==> src/rtl/arbiter_game_multi_if.sv <==
`default_nettype none
// ============================================================================
// Module   : arbiter_game_multi_if
// Brief    : Player-facing bus of the N-player reaction arbiter game: button
//            requests in, LEDs / GO / match-over / packed scores out.
// Revision : 1.0 - initial release
// ============================================================================
interface arbiter_game_multi_if #(
    parameter int NUM_PLAYERS = 4,
    parameter int SCORE_W     = 3
);
    logic [NUM_PLAYERS-1:0]         req_in;
    logic [NUM_PLAYERS-1:0]         leds_out;
    logic                           go_out;
    logic                           match_over_out;
    logic [NUM_PLAYERS*SCORE_W-1:0] scores_out;

    // Environment side: drives buttons, watches the game outputs
    modport master (
        output req_in,
        input  leds_out,
        input  go_out,
        input  match_over_out,
        input  scores_out
    );

    // Game side
    modport slave (
        input  req_in,
        output leds_out,
        output go_out,
        output match_over_out,
        output scores_out
    );
endinterface
`default_nettype wire

==> src/rtl/arbiter_game_multi.sv <==
`default_nettype none
// ============================================================================
// Module   : arbiter_game_multi
// Brief    : N-player reaction game. Countdown, GO window, first eligible press
//            wins (rotating priority on ties), per-player saturating scores,
//            match ends when the round winner reaches WIN_SCORE.
//            Optional false-start lockout: define ARBITER_FALSE_START_EN.
// Revision : 1.0 - initial release
// ============================================================================
module arbiter_game_multi #(
    parameter int NUM_PLAYERS      = 4,
    parameter int CLOCK_FREQ       = 1000,
    parameter int PRESCALER_COUNT  = 250,
    parameter int COUNTDOWN_TICKS  = 4,
    parameter int GO_TIMEOUT_TICKS = 8,
    parameter int RESULT_TICKS     = 4,
    parameter int SCORE_W          = 3,
    parameter int WIN_SCORE        = 3
) (
    input  wire logic          clk,
    input  wire logic          rst_in,
    arbiter_game_multi_if.slave bus
);
    localparam int IDX_W = (NUM_PLAYERS > 1) ? $clog2(NUM_PLAYERS) : 1;
    localparam int PW    = $clog2(PRESCALER_COUNT);
    localparam int MAXT0 = (COUNTDOWN_TICKS > GO_TIMEOUT_TICKS) ? COUNTDOWN_TICKS : GO_TIMEOUT_TICKS;
    localparam int MAXT  = (MAXT0 > RESULT_TICKS) ? MAXT0 : RESULT_TICKS;
    localparam int TW    = $clog2(MAXT + 1);

    // Reject unusable configurations at elaboration time
    if (NUM_PLAYERS < 2 || NUM_PLAYERS > 8 || PRESCALER_COUNT < 2 || CLOCK_FREQ < 1 ||
        WIN_SCORE < 1 || WIN_SCORE > (1 << SCORE_W) - 1) begin : g_bad_params
        $error("arbiter_game_multi: illegal parameter combination");
    end

    typedef enum logic [2:0] {
        S_IDLE       = 3'd0,
        S_COUNTDOWN  = 3'd1,
        S_GO         = 3'd2,
        S_RESULT     = 3'd3,
        S_MATCH_OVER = 3'd4
    } state_t;

    state_t                   state_q, state_d;
    logic [NUM_PLAYERS-1:0]   sync1_q, sync2_q, sync3_q, press_q;
    logic [PW-1:0]            presc_q;
    logic [TW-1:0]            tidx_q;
    logic [IDX_W-1:0]         ptr_q, ptr_d;
    logic [IDX_W-1:0]         win_q, win_d;
    logic                     winv_q, winv_d;
    logic [NUM_PLAYERS-1:0]   result_q, result_d;
    logic [SCORE_W-1:0]       score_q [NUM_PLAYERS];

    logic                     w_tick;
    logic [NUM_PLAYERS-1:0]   w_elig;
    logic                     w_all_locked;
    logic [NUM_PLAYERS-1:0]   w_lock_leds;
    logic                     w_found;
    logic [IDX_W-1:0]         w_win;
    logic [IDX_W:0]           w_cand;
    logic                     w_score_inc;

    assign w_tick = (presc_q == PW'(PRESCALER_COUNT - 1));

    // Button synchronizer followed by a registered rising-edge detector
    always_ff @(posedge clk) begin
        if (rst_in) begin
            sync1_q <= '0;
            sync2_q <= '0;
            sync3_q <= '0;
            press_q <= '0;
        end else begin
            sync1_q <= bus.req_in;
            sync2_q <= sync1_q;
            sync3_q <= sync2_q;
            press_q <= sync2_q & ~sync3_q;
        end
    end

`ifdef ARBITER_FALSE_START_EN
    logic [NUM_PLAYERS-1:0] lockout_q;

    // False starters are remembered until the game returns to IDLE
    always_ff @(posedge clk) begin
        if (rst_in) begin
            lockout_q <= '0;
        end else if (state_d == S_IDLE) begin
            lockout_q <= '0;
        end else if (state_q == S_COUNTDOWN) begin
            lockout_q <= lockout_q | press_q;
        end
    end

    assign w_elig       = press_q & ~lockout_q;
    assign w_all_locked = &lockout_q;
    assign w_lock_leds  = lockout_q;
`else
    assign w_elig       = press_q;
    assign w_all_locked = 1'b0;
    assign w_lock_leds  = '0;
`endif

    // Rotating-priority search starting at ptr_q
    always_comb begin
        w_found = 1'b0;
        w_win   = '0;
        w_cand  = '0;
        for (int k = 0; k < NUM_PLAYERS; k++) begin
            w_cand = {1'b0, ptr_q} + (IDX_W+1)'(k);
            if (w_cand >= (IDX_W+1)'(NUM_PLAYERS)) begin
                w_cand = w_cand - (IDX_W+1)'(NUM_PLAYERS);
            end
            if (!w_found && w_elig[w_cand[IDX_W-1:0]]) begin
                w_found = 1'b1;
                w_win   = w_cand[IDX_W-1:0];
            end
        end
    end

    // Game state register and per-round bookkeeping
    always_ff @(posedge clk) begin
        if (rst_in) begin
            state_q  <= S_IDLE;
            ptr_q    <= '0;
            win_q    <= '0;
            winv_q   <= 1'b0;
            result_q <= '0;
        end else begin
            state_q  <= state_d;
            ptr_q    <= ptr_d;
            win_q    <= win_d;
            winv_q   <= winv_d;
            result_q <= result_d;
        end
    end

    // Next-state logic; a press on the timeout tick still wins
    always_comb begin
        state_d     = state_q;
        ptr_d       = ptr_q;
        win_d       = win_q;
        winv_d      = winv_q;
        result_d    = result_q;
        w_score_inc = 1'b0;
        case (state_q)
            S_IDLE: begin
                if (|press_q) state_d = S_COUNTDOWN;
            end
            S_COUNTDOWN: begin
                if (w_tick && tidx_q == TW'(COUNTDOWN_TICKS - 1)) state_d = S_GO;
            end
            S_GO: begin
                if (w_found) begin
                    state_d     = S_RESULT;
                    win_d       = w_win;
                    winv_d      = 1'b1;
                    result_d    = {{(NUM_PLAYERS-1){1'b0}}, 1'b1} << w_win;
                    ptr_d       = (w_win == IDX_W'(NUM_PLAYERS - 1)) ? '0 : w_win + IDX_W'(1);
                    w_score_inc = 1'b1;
                end else if (w_all_locked || (w_tick && tidx_q == TW'(GO_TIMEOUT_TICKS - 1))) begin
                    state_d  = S_RESULT;
                    winv_d   = 1'b0;
                    result_d = '0;
                end
            end
            S_RESULT: begin
                if (w_tick && tidx_q == TW'(RESULT_TICKS - 1)) begin
                    if (winv_q && score_q[win_q] == SCORE_W'(WIN_SCORE)) state_d = S_MATCH_OVER;
                    else                                                 state_d = S_IDLE;
                end
            end
            S_MATCH_OVER: state_d = S_MATCH_OVER;
            default:      state_d = S_IDLE;
        endcase
    end

    // Prescaler and tick index restart on every state change
    always_ff @(posedge clk) begin
        if (rst_in || state_d != state_q) begin
            presc_q <= '0;
            tidx_q  <= '0;
        end else if (w_tick) begin
            presc_q <= '0;
            tidx_q  <= tidx_q + TW'(1);
        end else begin
            presc_q <= presc_q + PW'(1);
        end
    end

    // Saturating per-player scores
    always_ff @(posedge clk) begin
        for (int i = 0; i < NUM_PLAYERS; i++) begin
            if (rst_in) begin
                score_q[i] <= '0;
            end else if (w_score_inc && w_win == IDX_W'(i) && score_q[i] != '1) begin
                score_q[i] <= score_q[i] + SCORE_W'(1);
            end
        end
    end

    for (genvar g = 0; g < NUM_PLAYERS; g++) begin : g_scores
        assign bus.scores_out[g*SCORE_W +: SCORE_W] = score_q[g];
    end

    // LED / status decode from the current state
    always_comb begin
        bus.leds_out       = '0;
        bus.go_out         = 1'b0;
        bus.match_over_out = 1'b0;
        case (state_q)
            S_COUNTDOWN:  bus.leds_out = (tidx_q[0] ? '0 : '1) | w_lock_leds;
            S_GO:         bus.go_out   = 1'b1;
            S_RESULT:     bus.leds_out = result_q;
            S_MATCH_OVER: begin
                bus.leds_out       = result_q;
                bus.match_over_out = 1'b1;
            end
            default:      bus.leds_out = '0;
        endcase
    end
endmodule
`default_nettype wire

==> src/flat_wrapper.sv <==
// flat-port wrapper written by rule: the top's interface ports become plain ports
module arbiter_game_multi_flat 
#(
    parameter int NUM_PLAYERS      = 4,
    parameter int CLOCK_FREQ       = 1000,
    parameter int PRESCALER_COUNT  = 250,
    parameter int COUNTDOWN_TICKS  = 4,
    parameter int GO_TIMEOUT_TICKS = 8,
    parameter int RESULT_TICKS     = 4,
    parameter int SCORE_W          = 3,
    parameter int WIN_SCORE        = 3
)
  (clk, rst_in, bus_req_in, bus_leds_out, bus_go_out, bus_match_over_out, bus_scores_out);
  arbiter_game_multi_if #(.NUM_PLAYERS(NUM_PLAYERS), .SCORE_W(SCORE_W)) bus_i ();
  input  wire logic clk;
  input  wire logic rst_in;
  input wire logic [$bits(bus_i.req_in)-1:0] bus_req_in;
  output wire logic [$bits(bus_i.leds_out)-1:0] bus_leds_out;
  output wire logic [$bits(bus_i.go_out)-1:0] bus_go_out;
  output wire logic [$bits(bus_i.match_over_out)-1:0] bus_match_over_out;
  output wire logic [$bits(bus_i.scores_out)-1:0] bus_scores_out;
  assign bus_i.req_in = bus_req_in;
  assign bus_leds_out = bus_i.leds_out;
  assign bus_go_out = bus_i.go_out;
  assign bus_match_over_out = bus_i.match_over_out;
  assign bus_scores_out = bus_i.scores_out;
  arbiter_game_multi #(.NUM_PLAYERS(NUM_PLAYERS), .CLOCK_FREQ(CLOCK_FREQ), .PRESCALER_COUNT(PRESCALER_COUNT), .COUNTDOWN_TICKS(COUNTDOWN_TICKS), .GO_TIMEOUT_TICKS(GO_TIMEOUT_TICKS), .RESULT_TICKS(RESULT_TICKS), .SCORE_W(SCORE_W), .WIN_SCORE(WIN_SCORE)) u_core (.clk(clk), .rst_in(rst_in), .bus(bus_i));
endmodule
==> config.mk <==
export PLATFORM = sky130hd
export DESIGN_NAME = arbiter_game_multi_flat
export DESIGN_NICKNAME = d
export VERILOG_FILES = /design/src/rtl/arbiter_game_multi_if.sv /design/src/rtl/arbiter_game_multi.sv /design/src/flat_wrapper.sv
export SDC_FILE = /design/constraint.sdc
export NUM_CORES = 1
export LEC_CHECK = 0
export ABC_AREA = 1
export BUFFER_PORTS_ARGS = -buffer_cell sky130_fd_sc_hd__buf_2
export CELL_PAD_IN_SITES_DETAIL_PLACEMENT = 1
export CELL_PAD_IN_SITES_GLOBAL_PLACEMENT = 1
export CORE_MARGIN = 4
export CORE_UTILIZATION = 30
export CTS_CLUSTER_SIZE = 10
export DETAILED_ROUTE_END_ITERATION = 8
export HOLD_SLACK_MARGIN = 0.02
export PLACE_DENSITY_LB_ADDON = 0.1
export SLEW_MARGIN = 0
export SYNTH_ARGS = -nofsm -noshare
export SYNTH_HDL_FRONTEND = slang
export SYNTH_SLANG_ARGS = --single-unit
==> constraint.sdc <==
create_clock -name clk -period 2.3 [get_ports clk]
set_clock_uncertainty 0.15 [all_clocks]
set_input_delay 0.345 -clock clk [delete_from_list [all_inputs] [get_ports clk]]
set_output_delay 0.345 -clock clk [all_outputs]
set_load 0.02 [all_outputs]
==> metrics.txt, run 1 <==
switch share 0.2609; TritonRoute pass-1 iters 4; Post-Layout Cell Count 494; GRT overflow 0; Setup TNS Final 0 ns; post-DR vias/cell 4.374; Slew @ Worst Pin roughly 0.37 ns; min-delay worst type in2reg; initial core utilization 0.3062; Netlist Area Pre-Place 2658 um2; Tot Pwr 1.825 mW; initial antenna violation count 0; CTS tree built; DR WL/cell approximately 12 um; row count 34; synth warn 0; average cell area after synthesis 7.863 um2; die area 10430 um2; CTS Buffer Depth 2; fin crit share 0.9480; Rel. slew slack 0.7531; global-route wire length before repair ~9.4 mm; Final min period about 2.2 ns; synthesis-to-layout area growth 21.75%; Clock Pin Slew Worst Setup and Hold Paths between 0.1 and 0.15 ns; IO Port Bufs 23; Crit Path Class reg2reg; CTS buffer count 5; Clock power frac 0.341; routing usage on met1 0.1327; I/O pin total 24; Seq cells post-synth 54; max-cap viol count 0; P_sw ~480 uW; final slew viol count 0; Setup violations, final 0; First DRT Iteration DRCs 34; synth unique cells 29; RSZ-0062 raised after global routing true; P_leak 1.493 nW; Worst Path Arrival 2.08 ns; latest clock arrival within the worst-skew pair around 0.31 ns; CP required 2.20 ns; # diodes 0; Root Driver clkbuf_8; Tot GR Track Use 0.1146; Core Area between 8000 and 9000 um2; Routed Antenna Nets 0; fillers approximately 1100; Synth Instances 338; Int Pwr 1.348 mW; grt peak-use layer met2; startpoint types register; largest net degree at the start of global routing 24; Multi-input gate area 1285 um2; power density over the cells around 560 nW/um2; share of cells above drive strength 1 0.2850; crit path capture type register; met2 Usage GRT 0.2094; Register Area approximately 1200 um2; final WL 5.802 mm; die width 102.1 um; status completed; nets@finish 406; share of power burned in registers 0.557; sequential fraction of the synthesis area 0.4520; Core Util, Final 0.3728; hold_buf cts 0; fmax 0.4586 GHz; die height 102.1 um; H-tree depth 2; clk sink count between 50 and 60; Synth Net Count ~360; placed cell count 481; maximum vdd ir drop 0.2748 mV; met3 Usage GRT 0.02253; Gate power share 0.102; Final Hold Fails 0; Detailed Place HPWL between 4 and 5 mm; routability congestion estimate 0.8161; via count 2161; vias in the first global route roughly 2100; crit-path max FO 5; # DRC 0
[logic make-up (layout without fill, tap and decap cells)]
group / Yosys count / count (layout) / share of synthesized area
flops: 54 / 54 / 0.4520
buf+inv: 62 / 110 / 0.09463
xor+xnor: 9 / 9 / 0.02966
fa+ha+maj: 15 / 15 / 0.07062
simple gates: 167 / 167 / 0.2881
mux: 1 / 1 / 0.004237
compound gates: 30 / 30 / 0.06074
[critical path: stages (launching register included)]
cell     delay (ns)
dfxtp_2        0.35
buf_4          0.15
nand2_1        0.05
nand2_1        0.08
nand2_1        0.09
nand2_2        0.07
nor2_4         0.11
nand3_2        0.12
nand3_2        0.11
nand2_4        0.06
inv_2          0.06
ha_2           0.18
nand2_2        0.07
o21ai_1        0.13
buf_4          0.13
[metrics by stage]
stage / cell area [um2] / worst slack [ns] / hold WS, ns
floorplan: 2658 / 0.08255 / 0.2228
global placement: 2998 / -0.04888 / 0.2280
detailed placement: 2998 / -0.1498 / 0.2303
CTS: 3120 / -0.0001266 / 0.06570
global route: 3236 / -0.02198 / 0.06974
finish: 3236 / 0.1195 / 0.08169
[routing by layer]
metal / wire length, um / share of wire / vias to the layer above
li1: - / - / 1139
met4: 73 / 0.013 / 0
met1: 2594 / 0.45 / 994
met2: 2952 / 0.51 / 23
met5: 0 / 0 / -
met3: 180 / 0.031 / 5
[power groups by stage]
stage	Clock, mW	Sequential [mW]	Combinational [mW]
floorplan	0	1.05	0.112
global placement	0	1.04	0.180
detailed placement	0	1.04	0.183
CTS	0.657	1.02	0.185
global route	0.693	1.02	0.211
finish	0.623	1.02	0.187
[flip-flops by register name, indices dropped and copies added, names as in the netlist, named ones only]
name             flops
u_core.presc_q       8
u_core.press_q       4
u_core.ptr_q         2
u_core.result_q      4
u_core.score_q      12
u_core.state_q       3
u_core.sync1_q       4
u_core.sync2_q       4
u_core.sync3_q       4
u_core.tidx_q        4
u_core.win_q         2
u_core.winv_q        1
[final timing paths]
path	startpoint	endpoint	slack, ns	cells after the start
max	u_core.ptr_q[0]	u_core.score_q[3][1]	0.12	14
min	bus_req_in[3]	u_core.sync1_q[3]	0.08	3
max reg2reg	u_core.ptr_q[0]	u_core.score_q[3][1]	0.12	14
min reg2reg	u_core.sync3_q[0]	u_core.press_q[0]	0.24	1
[cells in the final DEF (no fill, tap or decap), drive strengths merged]
cell type and count:
a21oi 13, inv 57, a31oi 1, nand4 2, edfxtp 12, nor2 63
buf 45, ha 15, o21ai 15, clkbuf 6, xor2 6, o211ai 1
xnor2 3, nor3 8, clkinv 2, nand2 77, mux2 1, nand3 17
dfxtp 42
[area by class of cell]
cell class,instances,share of cell area
Clock buffer,6,0.02900
Clock inverter,2,0.005414
Inverter,57,0.06613
Multi-Input combinational cell,222,0.3971
Sequential cell,54,0.3728
Tap cell,108,0.04176
Timing Repair Buffer,45,0.08778
[Yosys cell counts]
cell type	number	area (um2)
nor2_2	16	100.1
nand2_1	70	262.8
nand2_2	4	25.02
o21ai_2	1	8.760
inv_2	2	7.510
ha_1	15	187.7
mux2_2	1	11.26
nor3_1	6	30.03
o211ai_1	1	7.510
xor2_1	6	52.55
nor3_2	2	20.02
clkbuf_1	2	7.510
a21oi_1	12	60.06
nor2_4	1	11.26
o21ai_0	14	70.07
a31oi_1	1	6.260
clkinv_1	1	3.750
inv_1	54	202.7
nand2_4	3	33.78
nand3_1	16	80.08
a21oi_2	1	8.760
nand4_1	2	12.51
dfxtp_1	42	840.8
xnor2_1	3	26.28
nor2_1	46	172.7
nand3_4	1	17.52
buf_4	1	7.510
edfxtp_1	12	360.4
buf_6	2	22.52
[timing repair]
action / in CTS / in global routing
pin swaps: 1 / 7
resized for setup: 10 / 25
buffers inserted: 0 / 4
gates cloned: 0 / 1
setup endpoints to repair: 21 / 24
Power figures use the tool's default switching activity.
==> run 2, diff against run 1 <==
--- a/config.mk
+++ b/config.mk
@@ -9,7 +9,7 @@
 export BUFFER_PORTS_ARGS = -buffer_cell sky130_fd_sc_hd__buf_2
 export CELL_PAD_IN_SITES_DETAIL_PLACEMENT = 1
 export CELL_PAD_IN_SITES_GLOBAL_PLACEMENT = 1
-export CORE_MARGIN = 4
+export CORE_MARGIN = 10
 export CORE_UTILIZATION = 30
 export CTS_CLUSTER_SIZE = 10
 export DETAILED_ROUTE_END_ITERATION = 8
==> constraint.sdc (replaced) <==
create_clock -name clk -period 2.4 [get_ports clk]
set_clock_uncertainty 0.15 [all_clocks]
set_input_delay 0.36 -clock clk [delete_from_list [all_inputs] [get_ports clk]]
set_output_delay 0.36 -clock clk [all_outputs]
set_load 0.02 [all_outputs]
==> run 2 against run 1 <==
  * First-iteration DRC count grew 56%
  * Utilization shrank 1.8 points
  * Final area shrank 4.9%
  * Non-clock buffer count shrank 11
  * Maximum frequency shrank 1.9%
  * Die area grew 25%
  * Routed wire length shrank 2.4%
  * Register-to-register slack gained 0.06 ns
  * Clock power shrank 15%
  * Via count shrank 2.5%
  * Global-route usage shrank 2.2 points
  * Largest cell class unchanged
  * Largest power group unchanged
==> metrics.txt, run 2 (same netlist as run 1, synthesis figures left out) <==
share of power burned in registers 0.580 (+0.023); fmax 0.4497 GHz (-1.9%); crit-path max FO 11 (+6); largest net degree at the start of global routing 24 (unchanged); Routed Antenna Nets 0 (unchanged); biggest regs u_core.score_q: 12 flops, u_core.presc_q: 8 flops; CTS Buffer Depth 2 (unchanged); latest clock arrival within the worst-skew pair 0.31 ns (about the same); CTS tree built; row count 34 (unchanged); First DRT Iteration DRCs 53 (+56%); fin crit share 0.9265 (-0.02151); Core Area 8678 um2 (unchanged); RSZ-0062 raised after global routing false; P_leak 1.426 nW (-4.5%); Int Pwr 1.228 mW (-9.0%); CTS buffer count 5 (unchanged); design area 3078 um2 (-4.9%); Final min period 2.224 ns (+0.04319 ns); Setup violations, final 0 (unchanged); # DRC 0 (unchanged); die width 114.1 um (+12%); DR WL/cell 11.72 um (-0.21%); maximum vdd ir drop 0.3375 mV (+23%); nets@finish 395 (-2.7%); global-route wire length before repair 10.01 mm (+6.5%); CP required 2.34 ns (+0.14 ns); Post-CTS Setup Bufs 0 (unchanged); Final Hold Fails 0 (unchanged); Detailed Place HPWL 4.562 mm (+1.2%); Clock Pin Slew Worst Setup and Hold Paths 0.10 ns (about the same); Root Driver clkbuf_8; share of cells above drive strength 1 0.2293 (-0.05564); Setup TNS Final 0 ns (unchanged); Register Area 1206 um2 (unchanged); die area 13020 um2 (+25%); final WL 5.661 mm (-2.4%); crit path capture type register; final slew viol count 0 (unchanged); Tot GR Track Use 0.09230 (-0.02226); via count 2107 (-2.5%); status completed; max-cap viol count 0 (unchanged); vias in the first global route 2211 (+7.8%); # diodes 0 (unchanged); hold_buf cts 0 (unchanged); synthesis-to-layout area growth 15.82%; most frequent cells in the layout nand2_1, inv_1, nor2_1, dfxtp_1, buf_2; area post-placement 2953 um2 (-1.5%); min-delay worst type in2reg; TritonRoute pass-1 iters 4 (unchanged); number of flip-flops in the largest register 12 (unchanged); startpoint types register; Rel. slew slack 0.7291 (-0.02401); power density over the cells 545.2 nW/um2 (-3.3%); IO Port Bufs 23 (unchanged); clk sink count 54 (unchanged); H-tree depth 2 (unchanged); Clock power frac 0.316 (-0.025); GRT overflow 0 (unchanged); Multi-input gate area 1230 um2 (-4.3%); Worst Path Arrival 2.16 ns (+0.08 ns); initial core utilization 0.3062 (unchanged); routability congestion estimate 0.7998 (-2.0%); post-DR vias/cell 4.362 (-0.28%); Crit Path Class reg2reg; commonest non-fill, non-tap cell in the layout nand2_1; I/O pin total 24 (unchanged); switch share 0.2685 (+0.007603); fillers 1090 (+0.83%); initial antenna violation count 0 (unchanged); P_sw 450.6 uW (-5.3%); Gate power share 0.104 (+0.002); Largest Register u_core.score_q; Slew @ Worst Pin 0.4041 ns (+0.03582 ns); die height 114.1 um (+12%)
## run 2: final timing paths
check	depth (start not counted)	slack [ns]	end	from
max	13	0.18	u_core.score_q[0][1]	u_core.ptr_q[0]
max reg2reg	13	0.18	u_core.score_q[0][1]	u_core.ptr_q[0]
min reg2reg	1	0.25	u_core.press_q[1]	u_core.sync3_q[1]
min	3	0.09	u_core.sync1_q[0]	bus_req_in[0]
## run 2: layout make-up
class	count	share of cell area
tap	108	0.04390
inverter	57	0.06951
clock buffer	5	0.02236
sequential	54	0.3919
clock inverter	3	0.007317
multi-input combinational	222	0.3996
timing repair buffer	34	0.06545
## run 2: critical path: stages (launching register included)
cell and delay [ns]:
dfxtp_2 0.36, buf_6 0.14, nand2_1 0.08, nand3_1 0.12, nand2_1 0.12, nor2_4 0.13
nand3_1 0.08, nand3_1 0.10, nand2_2 0.07, buf_4 0.14, ha_1 0.22, nand2_4 0.09
o21ai_0 0.07, buf_4 0.15
## run 2: what timing repair did
action                                 CTS  global route
pin swaps                                0             2
setup endpoints to repair                6            24
resized for setup                        1            18
endpoints found under the hold margin    0             0
## run 2: routing by layer
| layer | GRT usage | routed length (um) |
|---|---|---|
| met4 | 0.03592 | 115 |
| met2 | 0.1591 | 2665 |
| met5 | 0 | 0 |
| met1 | 0.1064 | 2654 |
| met3 | 0.02411 | 225 |
## run 2: power by group through the flow
stage	clock network, mW	logic (mW)	registers (mW)
after floorplan	0	0.108	1.01
after global placement	0	0.175	0.995
after detailed placement	0	0.178	0.996
after CTS	0.559	0.179	0.975
after global routing	0.589	0.203	0.978
final	0.530	0.175	0.972
## run 2: metrics by stage
stage,std cells,power (mW),utilization,hold slack (ns),setup slack [ns]
CTS,483,1.713,0.3509,0.07948,0.03014
floorplan,338,1.113,-,0.2228,0.1826
global placement,475,1.170,0.3403,0.2280,0.06041
detailed placement,475,1.174,0.3403,0.2338,-0.02507
finish,483,1.678,0.3547,0.09395,0.1763
global route,483,1.770,0.3547,0.1084,0.006189
==> run 3, diff against run 2 <==
--- a/config.mk
+++ b/config.mk
@@ -10,7 +10,7 @@
 export CELL_PAD_IN_SITES_DETAIL_PLACEMENT = 1
 export CELL_PAD_IN_SITES_GLOBAL_PLACEMENT = 1
 export CORE_MARGIN = 10
-export CORE_UTILIZATION = 30
+export CORE_UTILIZATION = 44
 export CTS_CLUSTER_SIZE = 10
 export DETAILED_ROUTE_END_ITERATION = 8
 export HOLD_SLACK_MARGIN = 0.02
==> run 3 against run 2 <==
  * Register-to-register slack lost 0.02 ns
  * Hold slack worse by 0.0060 ns
  * Sequential share of layout area increased by 1.1 points
  * Non-clock buffer count decreased by 4
  * Largest cell class unchanged
==> metrics.txt, run 3 (same netlist as run 1, synthesis figures left out) <==
Clock Pin Slew Worst Setup and Hold Paths 0.10 ns (about the same); # diodes 0 (unchanged); H-tree depth 2 (unchanged); crit path capture type register; share of cells above drive strength 1 0.2102 (-0.01909); fillers 785 (-28%); synthesis-to-layout area growth 12.71%; row count 28 (-18%); Routed Antenna Nets 0 (unchanged); biggest regs u_core.score_q: 12 flops, u_core.presc_q: 8 flops; Worst Path Arrival 2.13 ns (-0.03 ns); Final Hold Fails 0 (unchanged); commonest non-fill, non-tap cell in the layout nand2_1; die width 97.72 um (-14%); max-cap viol count 0 (unchanged); Post-CTS Setup Bufs 0 (unchanged); Core Area 5886 um2 (-32%); power density over the cells 560.4 nW/um2 (+2.8%); IO Port Bufs 23 (unchanged); die height 97.72 um (-14%); Setup WS pre-CTS -0.03295 ns (-0.007882 ns); Rel. slew slack 0.7228 (-0.006353); final WL 5.626 mm (-0.62%); Largest Register u_core.score_q; area post-placement 2882 um2 (-2.4%); die area 9548 um2 (-27%); Post-Layout Cell Count 446 (-7.7%); routability congestion estimate 0.7952 (-0.58%); vias in the first global route 2178 (-1.5%); Slew @ Worst Pin 0.4136 ns (+0.009478 ns); Tot GR Track Use 0.1214 (+0.02908); Worst Hold Slack 0.08799 ns (-0.005964 ns); CTS buffer count 5 (unchanged); status completed; maximum vdd ir drop 0.3236 mV (-4.1%); placed cell count 438 (-7.8%); crit-path max FO 10 (-1); Final WS setup 0.1602 ns (-0.01610 ns); post-DR vias/cell 4.762 (+9.2%); CTS Buffer Depth 2 (unchanged); latest clock arrival within the worst-skew pair 0.31 ns (about the same); GRT overflow 0 (unchanged); CP required 2.29 ns (-0.05 ns); TritonRoute pass-1 iters 4 (unchanged); initial antenna violation count 0 (unchanged); P_leak 1.405 nW (-1.5%); final slew viol count 0 (unchanged); Setup violations, final 0 (unchanged); First DRT Iteration DRCs 36 (-32%); initial core utilization 0.4515 (+0.1453); hold_buf cts 0 (unchanged); # DRC 0 (unchanged); Tot Pwr 1.679 mW (about the same); via count 2124 (+0.81%); global-route wire length before repair 9.777 mm (-2.3%); fmax 0.4465 GHz (-0.72%); startpoint types register; fin crit share 0.9332 (+0.006710); Crit Path Class reg2reg; design area 2995 um2 (-2.7%); nets@finish 391 (-1.0%); RSZ-0062 raised after global routing false; DR WL/cell 12.61 um (+7.6%); number of flip-flops in the largest register 12 (unchanged); min-delay worst type in2reg; Root Driver clkbuf_8; most frequent cells in the layout nand2_1, inv_1, nor2_1, dfxtp_1, buf_2; CTS tree built; I/O pin total 24 (unchanged); Detailed Place HPWL 4.519 mm (-0.96%); clk sink count 54 (unchanged); Final min period 2.240 ns (+0.01610 ns); largest net degree at the start of global routing 24 (unchanged)
[run 3: cell count changes in the layout (fill, tap and decap cells not counted), sizes merged]
| cell | previous run | this run |
|---|---|---|
| buf | 34 | 30 |
| clkinv | 2 | 3 |
| inv | 58 | 57 |
[run 3: final timing paths]
check                                        from                   end  slack, ns  depth (start not counted)
worst max-delay path              u_core.ptr_q[0]  u_core.score_q[3][2]       0.16                         13
worst min-delay path                bus_req_in[3]     u_core.sync1_q[3]       0.09                          3
worst max register to register    u_core.ptr_q[0]  u_core.score_q[3][2]       0.16                         13
worst min register to register  u_core.sync3_q[3]     u_core.press_q[3]       0.25                          1
[run 3: critical path: stages (launching register included)]
cell and delay [ns]:
dfxtp_2 0.37, buf_6 0.14, nand2_1 0.08, nand3_1 0.11, nand2_1 0.10, nor2_2 0.13
nand3_1 0.10, nand2_1 0.09, nand2_2 0.08, inv_1 0.09, ha_2 0.19, nand2_1 0.09
o21ai_1 0.13, buf_4 0.14
[run 3: metrics by stage]
step	utilization	TNS, ns
CTS	0.5064	0
global route	0.5089	0
detailed placement	0.4896	-0.1758
global placement	0.4896	0
floorplan	-	0
finish	0.5089	0
[run 3: timing repair]
item,in CTS,in global routing
endpoints found under the setup margin,12,20
pin swaps,0,1
gates resized for setup,2,11
hold endpoints to repair,0,0
[run 3: area by class of cell]
type	count	area (um2)	share of cell area
Clock buffer	5	68.82	0.02297
Clock inverter	3	28.78	0.009607
Inverter	57	214.0	0.07143
Multi-Input combinational cell	222	1212	0.4048
Sequential cell	54	1206	0.4027
Tap cell	75	93.84	0.03133
Timing Repair Buffer	30	171.4	0.05723
[run 3: report_power, final]
part	total [mW]	internal, mW	switching, mW
sequential	0.972	0.953	0.0192
clock	0.534	0.217	0.317
combinational	0.172	0.0596	0.113
total	1.68	1.23	0.449
[run 3: layer usage]
metal  vias up  share of wire  routed length, um  global-route usage
li1       1108              -                  -                   -
met1       980           0.43               2442              0.1358
met2        27           0.51               2842              0.2121
met3         9          0.044                247             0.03841
met4         0          0.017                 94             0.04139
met5         -              0                  0                   0
